**config.mk**
```make
export PLATFORM = sky130hd
export DESIGN_NAME = fp_div_seq
export DESIGN_NICKNAME = d
export VERILOG_FILES = /design/src/rtl/fp_pkg.sv /design/src/rtl/fp_div_round.sv /design/src/rtl/fp_div_seq.sv
export SDC_FILE = /design/constraint.sdc
export NUM_CORES = 1
export LEC_CHECK = 0
export ABC_AREA = 0
export CELL_PAD_IN_SITES_DETAIL_PLACEMENT = 1
export CELL_PAD_IN_SITES_GLOBAL_PLACEMENT = 1
export CORE_UTILIZATION = 39
export CTS_BUF_LIST = sky130_fd_sc_hd__clkbuf_2
export DETAILED_ROUTE_END_ITERATION = 10
export PLACE_DENSITY_LB_ADDON = 0.1
export SLEW_MARGIN = 20
export SYNTH_ARGS = -nofsm -noshare
export SYNTH_HDL_FRONTEND = slang
export SYNTH_HIERARCHICAL = 1
export SYNTH_SLANG_ARGS = --single-unit
```
**constraint.sdc**
```tcl
create_clock -name clk -period 5.41 [get_ports clk]
set_input_delay 0.8115 -clock clk [delete_from_list [all_inputs] [get_ports clk]]
set_output_delay 0.8115 -clock clk [all_outputs]
set_load 0.1 [all_outputs]
```
**src/rtl/fp_pkg.sv**
```systemverilog
// Shared types and constants for the sequential single-precision divider.
// Holds the FSM state encoding, rounding-mode codes and special-operand decode.
package fp_pkg;

  typedef enum logic [1:0] {
    ST_IDLE  = 2'd0,
    ST_DIV   = 2'd1,
    ST_ROUND = 2'd2,
    ST_DONE  = 2'd3
  } fp_state_e;

  localparam logic [2:0]  RM_RNE   = 3'b000;
  localparam logic [2:0]  RM_RTZ   = 3'b001;
  localparam logic [2:0]  RM_RDN   = 3'b010;
  localparam logic [2:0]  RM_RUP   = 3'b011;
  localparam logic [2:0]  RM_RMM   = 3'b100;
  localparam logic [9:0]  BIAS     = 10'd127;
  localparam logic [31:0] QNAN     = 32'h7FC0_0000;
  localparam logic [7:0]  EXP_INF  = 8'hFF;
  localparam logic [7:0]  EXP_ZERO = 8'h00;

  typedef struct packed {
    logic        hit;
    logic [31:0] z;
  } special_t;

  // Subnormal inputs count as zero, so only the exponent field decides "zero".
  function automatic special_t fp_special(input logic [31:0] x, input logic [31:0] y);
    special_t res;
    logic     x_zero, y_zero, x_inf, y_inf, x_nan, y_nan, sgn;
    x_zero = (x[30:23] == EXP_ZERO);
    y_zero = (y[30:23] == EXP_ZERO);
    x_inf  = (x[30:23] == EXP_INF) && (x[22:0] == 23'd0);
    y_inf  = (y[30:23] == EXP_INF) && (y[22:0] == 23'd0);
    x_nan  = (x[30:23] == EXP_INF) && (x[22:0] != 23'd0);
    y_nan  = (y[30:23] == EXP_INF) && (y[22:0] != 23'd0);
    sgn    = x[31] ^ y[31];
    res.hit = 1'b1;
    if (x_nan || y_nan || (x_zero && y_zero) || (x_inf && y_inf)) begin
      res.z = QNAN;
    end else if (y_zero || x_inf) begin
      res.z = {sgn, EXP_INF, 23'd0};
    end else if (x_zero || y_inf) begin
      res.z = {sgn, 31'd0};
    end else begin
      res.hit = 1'b0;
      res.z   = 32'd0;
    end
    return res;
  endfunction

endpackage

```
**src/rtl/fp_div_round.sv**
```systemverilog
// Combinational normalize/round/pack stage for the divider quotient.
// Takes the 26-bit raw quotient (1 int, 23 frac, guard, round) plus sticky.
module fp_div_round
  import fp_pkg::*;
(
  input  logic [25:0] quo,
  input  logic        sticky,
  input  logic [7:0]  exp_x,
  input  logic [7:0]  exp_y,
  input  logic        sign,
  input  logic [2:0]  mode,
  output logic [31:0] z,
  output logic        ovrf,
  output logic        udrf
);

  logic [23:0]       mant;
  logic              g, r, inexact, inc;
  logic [24:0]       sum;
  logic signed [9:0] e;

  always_comb begin
    // A quotient below 1.0 has its leading one at bit 24; use one more bit.
    if (quo[25]) begin
      mant = quo[25:2];
      g    = quo[1];
      r    = quo[0];
    end else begin
      mant = quo[24:1];
      g    = quo[0];
      r    = 1'b0;
    end
    inexact = g | r | sticky;
    case (mode)
      RM_RTZ:  inc = 1'b0;
      RM_RDN:  inc = sign & inexact;
      RM_RUP:  inc = ~sign & inexact;
      RM_RMM:  inc = g;
      default: inc = g & (r | sticky | mant[0]);
    endcase
    sum = {1'b0, mant} + {24'd0, inc};
    e   = {2'b00, exp_x} - {2'b00, exp_y} + BIAS - {9'd0, ~quo[25]} + {9'd0, sum[24]};
    z    = {sign, e[7:0], (sum[24] ? sum[23:1] : sum[22:0])};
    ovrf = 1'b0;
    udrf = 1'b0;
    if (e >= 10'sd255) begin
      ovrf = 1'b1;
      z    = {sign, EXP_INF, 23'd0};
    end else if (e <= 10'sd0) begin
      udrf = 1'b1;
      z    = {sign, 31'd0};
    end
  end

endmodule

```
**src/rtl/fp_div_seq.sv**
```systemverilog
// Sequential IEEE-754 single divider: radix-2 restoring, 26 quotient bits, 28-edge latency.
// FP_DIV_EARLY_OUT_EN: special operands skip DIV/ROUND and finish one edge after accept.
module fp_div_seq
  import fp_pkg::*;
(
  input  logic        clk,
  input  logic        rst,
  input  logic        in_valid,
  output logic        in_ready,
  input  logic [31:0] fp_X,
  input  logic [31:0] fp_Y,
  input  logic [2:0]  r_mode,
  output logic        out_valid,
  input  logic        out_ready,
  output logic [31:0] fp_Z,
  output logic        ovrf,
  output logic        udrf,
  output fp_state_e   dbg_state
);

  // Handshakes: a transfer happens on a rising edge where valid && ready are both high;
  // in_ready is high only in IDLE, and outputs stay frozen while out_valid && !out_ready.
  fp_state_e   state;
  logic [31:0] x_q, y_q;
  logic [2:0]  mode_q;
  logic [24:0] rem, rem_diff, rem_sel;
  logic [23:0] dsr;
  logic [25:0] quo;
  logic [4:0]  cnt;
  logic        ge;
  special_t    sp_q;
  logic [31:0] rnd_z;
  logic        rnd_ovrf, rnd_udrf;
`ifdef FP_DIV_EARLY_OUT_EN
  special_t    sp_in;
  assign sp_in = fp_special(fp_X, fp_Y);
`endif

  assign sp_q      = fp_special(x_q, y_q);
  assign ge        = (rem >= {1'b0, dsr});
  assign rem_diff  = rem - {1'b0, dsr};
  assign rem_sel   = ge ? rem_diff : rem;
  assign dbg_state = state;

  fp_div_round u_round (
    .quo    (quo),
    .sticky (|rem),
    .exp_x  (x_q[30:23]),
    .exp_y  (y_q[30:23]),
    .sign   (x_q[31] ^ y_q[31]),
    .mode   (mode_q),
    .z      (rnd_z),
    .ovrf   (rnd_ovrf),
    .udrf   (rnd_udrf)
  );

  always_ff @(posedge clk) begin
    if (rst) begin
      state     <= ST_IDLE;
      in_ready  <= 1'b1;
      out_valid <= 1'b0;
      fp_Z      <= 32'd0;
      ovrf      <= 1'b0;
      udrf      <= 1'b0;
      x_q       <= 32'd0;
      y_q       <= 32'd0;
      mode_q    <= 3'd0;
      rem       <= 25'd0;
      dsr       <= 24'd0;
      quo       <= 26'd0;
      cnt       <= 5'd0;
    end else begin
      case (state)
        ST_IDLE: if (in_valid) begin
          x_q      <= fp_X;
          y_q      <= fp_Y;
          mode_q   <= r_mode;
          rem      <= {2'b01, fp_X[22:0]};
          dsr      <= {1'b1, fp_Y[22:0]};
          quo      <= 26'd0;
          cnt      <= 5'd0;
          in_ready <= 1'b0;
`ifdef FP_DIV_EARLY_OUT_EN
          if (sp_in.hit) begin
            fp_Z  <= sp_in.z;
            ovrf  <= 1'b0;
            udrf  <= 1'b0;
            state <= ST_DONE;
          end else begin
            state <= ST_DIV;
          end
`else
          state    <= ST_DIV;
`endif
        end
        ST_DIV: begin
          quo <= {quo[24:0], ge};
          rem <= rem_sel << 1;
          cnt <= cnt + 5'd1;
          if (cnt == 5'd25) state <= ST_ROUND;
        end
        ST_ROUND: begin
          if (sp_q.hit) begin
            fp_Z <= sp_q.z;
            ovrf <= 1'b0;
            udrf <= 1'b0;
          end else begin
            fp_Z <= rnd_z;
            ovrf <= rnd_ovrf;
            udrf <= rnd_udrf;
          end
          state <= ST_DONE;
        end
        ST_DONE: begin
          // First DONE edge raises out_valid; the result registers are already loaded.
          if (!out_valid) begin
            out_valid <= 1'b1;
          end else if (out_ready) begin
            out_valid <= 1'b0;
            in_ready  <= 1'b1;
            state     <= ST_IDLE;
          end
        end
        default: state <= ST_IDLE;
      endcase
    end
  end

endmodule

```
==> results of run 1 <==
[final timing paths]
kind	from	endpoint	slack [ns]	cells after the start
hold / removal	x_q[11]$_SDFFE_PP0P_	x_q[11]$_SDFFE_PP0P_	0.47	2
setup reg to reg	rem[6]$_SDFFE_PP0P_	fp_Z[21]$_SDFFE_PP0P_	0.31	26
hold reg to reg	x_q[11]$_SDFFE_PP0P_	x_q[11]$_SDFFE_PP0P_	0.47	2
setup / recovery	rem[6]$_SDFFE_PP0P_	fp_Z[21]$_SDFFE_PP0P_	0.31	26
[where the power goes]
group          switching, mW  internal [mW]  leakage [nW]
logic                   3.50           2.13          2.87
clock network          0.480          0.213         0.127
registers              0.215           1.42          1.32
total                   4.19           3.77          4.32
[registers in the layout, indices dropped and copies added, names as in the netlist]
name and count:
x_q 32, udrf 1, in_ready 1, quo 26, cnt 5, fp_Z 32, rem 25, mode_q 3
out_valid 1, y_q 32, dsr 1, ovrf 1, dbg_state 2
[metrics by stage]
| stage | TNS (ns) | instance area, µm² |
|---|---|---|
| finish | 0 | 11600 |
| global placement | 0 | 11200 |
| global route | -0.195 | 11600 |
| floorplan | 0 | 9980 |
| detailed placement | 0 | 11200 |
| CTS | 0 | 11500 |
[cells in the mapped netlist (24+ instances only)]
| master | number | area, µm² |
|---|---|---|
| a21oi_1 | 172 | 861 |
| nand3_1 | 43 | 215 |
| a22oi_1 | 27 | 203 |
| nor2b_1 | 33 | 206 |
| clkbuf_1 | 53 | 199 |
| o21ai_0 | 33 | 165 |
| nor4_1 | 24 | 150 |
| ha_1 | 47 | 588 |
| nor3_1 | 30 | 150 |
| xnor2_1 | 31 | 272 |
| nand2_1 | 205 | 769 |
| nor2_1 | 138 | 518 |
| inv_1 | 53 | 199 |
| xor2_1 | 28 | 245 |
| dfxtp_1 | 162 | 3240 |
[what timing repair did]
item,CTS,global route
setup endpoints to repair,0,29
gates resized for setup,0,13
setup buffers,0,3
[critical path, delay by kind of cell, from the launching register on]
kind	cells	cell delay, ns
DFF	1	0.39
and+or+nand+nor	11	1.99
adders and majority gates	5	1.24
buffers and inverters	3	0.34
AOI/OAI and AO/OA	7	1.02
[logic make-up (layout without fill, tap and decap cells)]
| family | count (synthesis) | count (layout) | synth area share (%) |
|---|---|---|---|
| other | 0 | 1 | 0 |
| DFF | 162 | 162 | 32.5 |
| AOI/OAI and AO/OA | 340 | 340 | 20.9 |
| xor gates and xnor gates | 59 | 59 | 5.18 |
| buffers and inverters | 135 | 213 | 5.71 |
| muxes | 27 | 27 | 2.79 |
| adders and majority gates | 51 | 51 | 6.69 |
| and+or+nand+nor | 556 | 556 | 26.2 |
[routing by layer]
metal	vias up	routed length, µm	GRT usage (%)
li1	4776	-	-
met1	4638	13700	29.2
met2	144	15300	41.9
met3	24	819	3.09
met4	0	378	4.80
met5	-	0	0
[layout make-up]
cell class	instances	area [µm²]
Tap cell	330	413
Multi-Input combinational cell	1033	6220
Clock inverter	12	133
Sequential cell	162	3250
Timing Repair Buffer	129	1290
Inverter	53	199
Clock buffer	19	95.1
Antenna cell	1	2.50
Fill cell	3207	13500
[placed cells by master (no fill, tap or decap), types with 10 or more instances in the layout]
cell type / instances
nand2_1: 204
a21oi_1: 171
dfxtp_1: 159
nor2_1: 137
clkdlybuf4s50_1: 107
inv_1: 53
ha_1: 46
nand3_1: 41
nor2b_1: 33
o21ai_0: 31
xnor2_1: 31
nor3_1: 30
a22oi_1: 27
xor2_1: 27
nor4_1: 22
mux2i_1: 20
nand4_1: 19
a211oi_1: 19
clkbuf_2: 19
a21o_1: 18
buf_4: 18
nand2b_1: 10
==> impl_metrics.toml, run 1 <==
[status]
outcome = "finished, final reports clean"

[placement]
post-place-ws_ns = 0.0931
hpwl_um = 22000
dp.cells = 1702
port_buffers = 108
gp_congestion = 0.874

[floorplan]
ios = 109
rows = 58
core_um2 = 25100
die_x_um = 162
die_area_um2 = 26200
die_h_um = 162
start_util_pct = 39.8

[critical_path]
cp.required_ns = 6.03
crit_top_cell = "a21oi_1"
critical_path.max_stage_delay_ns = 0.53
path_class = "reg2reg"
crit_arrival_ns = 5.73
crit_slowest_cell = "or4_1"
cp-end-kind = "flop"
cp_max_fo = 6
startpoint_type = "flop"

[final_layout]
num-nets-final = 1518
syn2layout_area_growth_pct = 16.2
utilization_pct = 46.2
stdcell_count = 1739
drive_above_1_share_pct = 7.10

[logic_synthesis]
synth_nets = 1452
postSynthCellCount = 1330
yosys_most_used_dff = "dfxtp_1"
synthArstFlopShare_pct = 0
ys_ff_latch = 162
syn_area_um2 = 9980
syn_area_per_cell_um2 = 7.51
synth_cell_types = 78
ys_warn_count = 6
synth-edff-count = 0
synth_seq_area_share_pct = 32.5

[sta]
finClkSkew_ns = 0.0386
finalSetupViolations = 0
slew_viol_final = 0
slew_headroom_pct = 28.5
fmax_ghz = 0.196
worstMarginPinSlew_ns = 1.07
fin_hold_ws_ns = 0.475
post-route-min-period_ns = 5.10
hold_viol = 0
setup_ws_ns = 0.308
period_share_pct = 94.3

[power_and_ir_drop]
fin_total_pwr_mw = 7.96
p_leak_nw = 4.32
irDropWorstVdd_mv = 0.618
power_density_nw_per_um2 = 686

[drt]
dr.pass1.iters = 5
antenna_left = 0
vias = 9582
wirelength_um = 30200
drtIter0Drc = 457
vias_per_cell = 5.51
wire_per_inst_um = 17.4
drc = 0

[grt]
grt_pass1_vias = 9489
antenna_found_initial = 1
grt_pass1_wl_um = 48900
grt_max_degree = 79
grt-ovfl-total = 0
grt_use_total_pct = 23.2

[flow_run]
cap_violations = 0

[cts]
clockBufferDepth = 2
cts_root_buf = "clkbuf_2"
clock_sinks = 162
cts_max_level = 4
insertion_delay_ns = 0.77
numCtsBuffers = 17
clk_pin_slew_worst_paths_ns = 0.25
postCtsHoldBufs = 0
cts_tree = "built"

[hold_path]
hp-class = "reg2reg"
No activity file was read; power rests on OpenSTA's default activity.
==> run 2, diff against run 1 <==
--- a/config.mk
+++ b/config.mk
@@ -6,6 +6,7 @@
 export NUM_CORES = 1
 export LEC_CHECK = 0
 export ABC_AREA = 0
+export CAP_MARGIN = 20
 export CELL_PAD_IN_SITES_DETAIL_PLACEMENT = 1
 export CELL_PAD_IN_SITES_GLOBAL_PLACEMENT = 1
 export CORE_UTILIZATION = 39
==> results of run 2 <==
No change in the layout: final DEF, timing and power equal those of run 1.
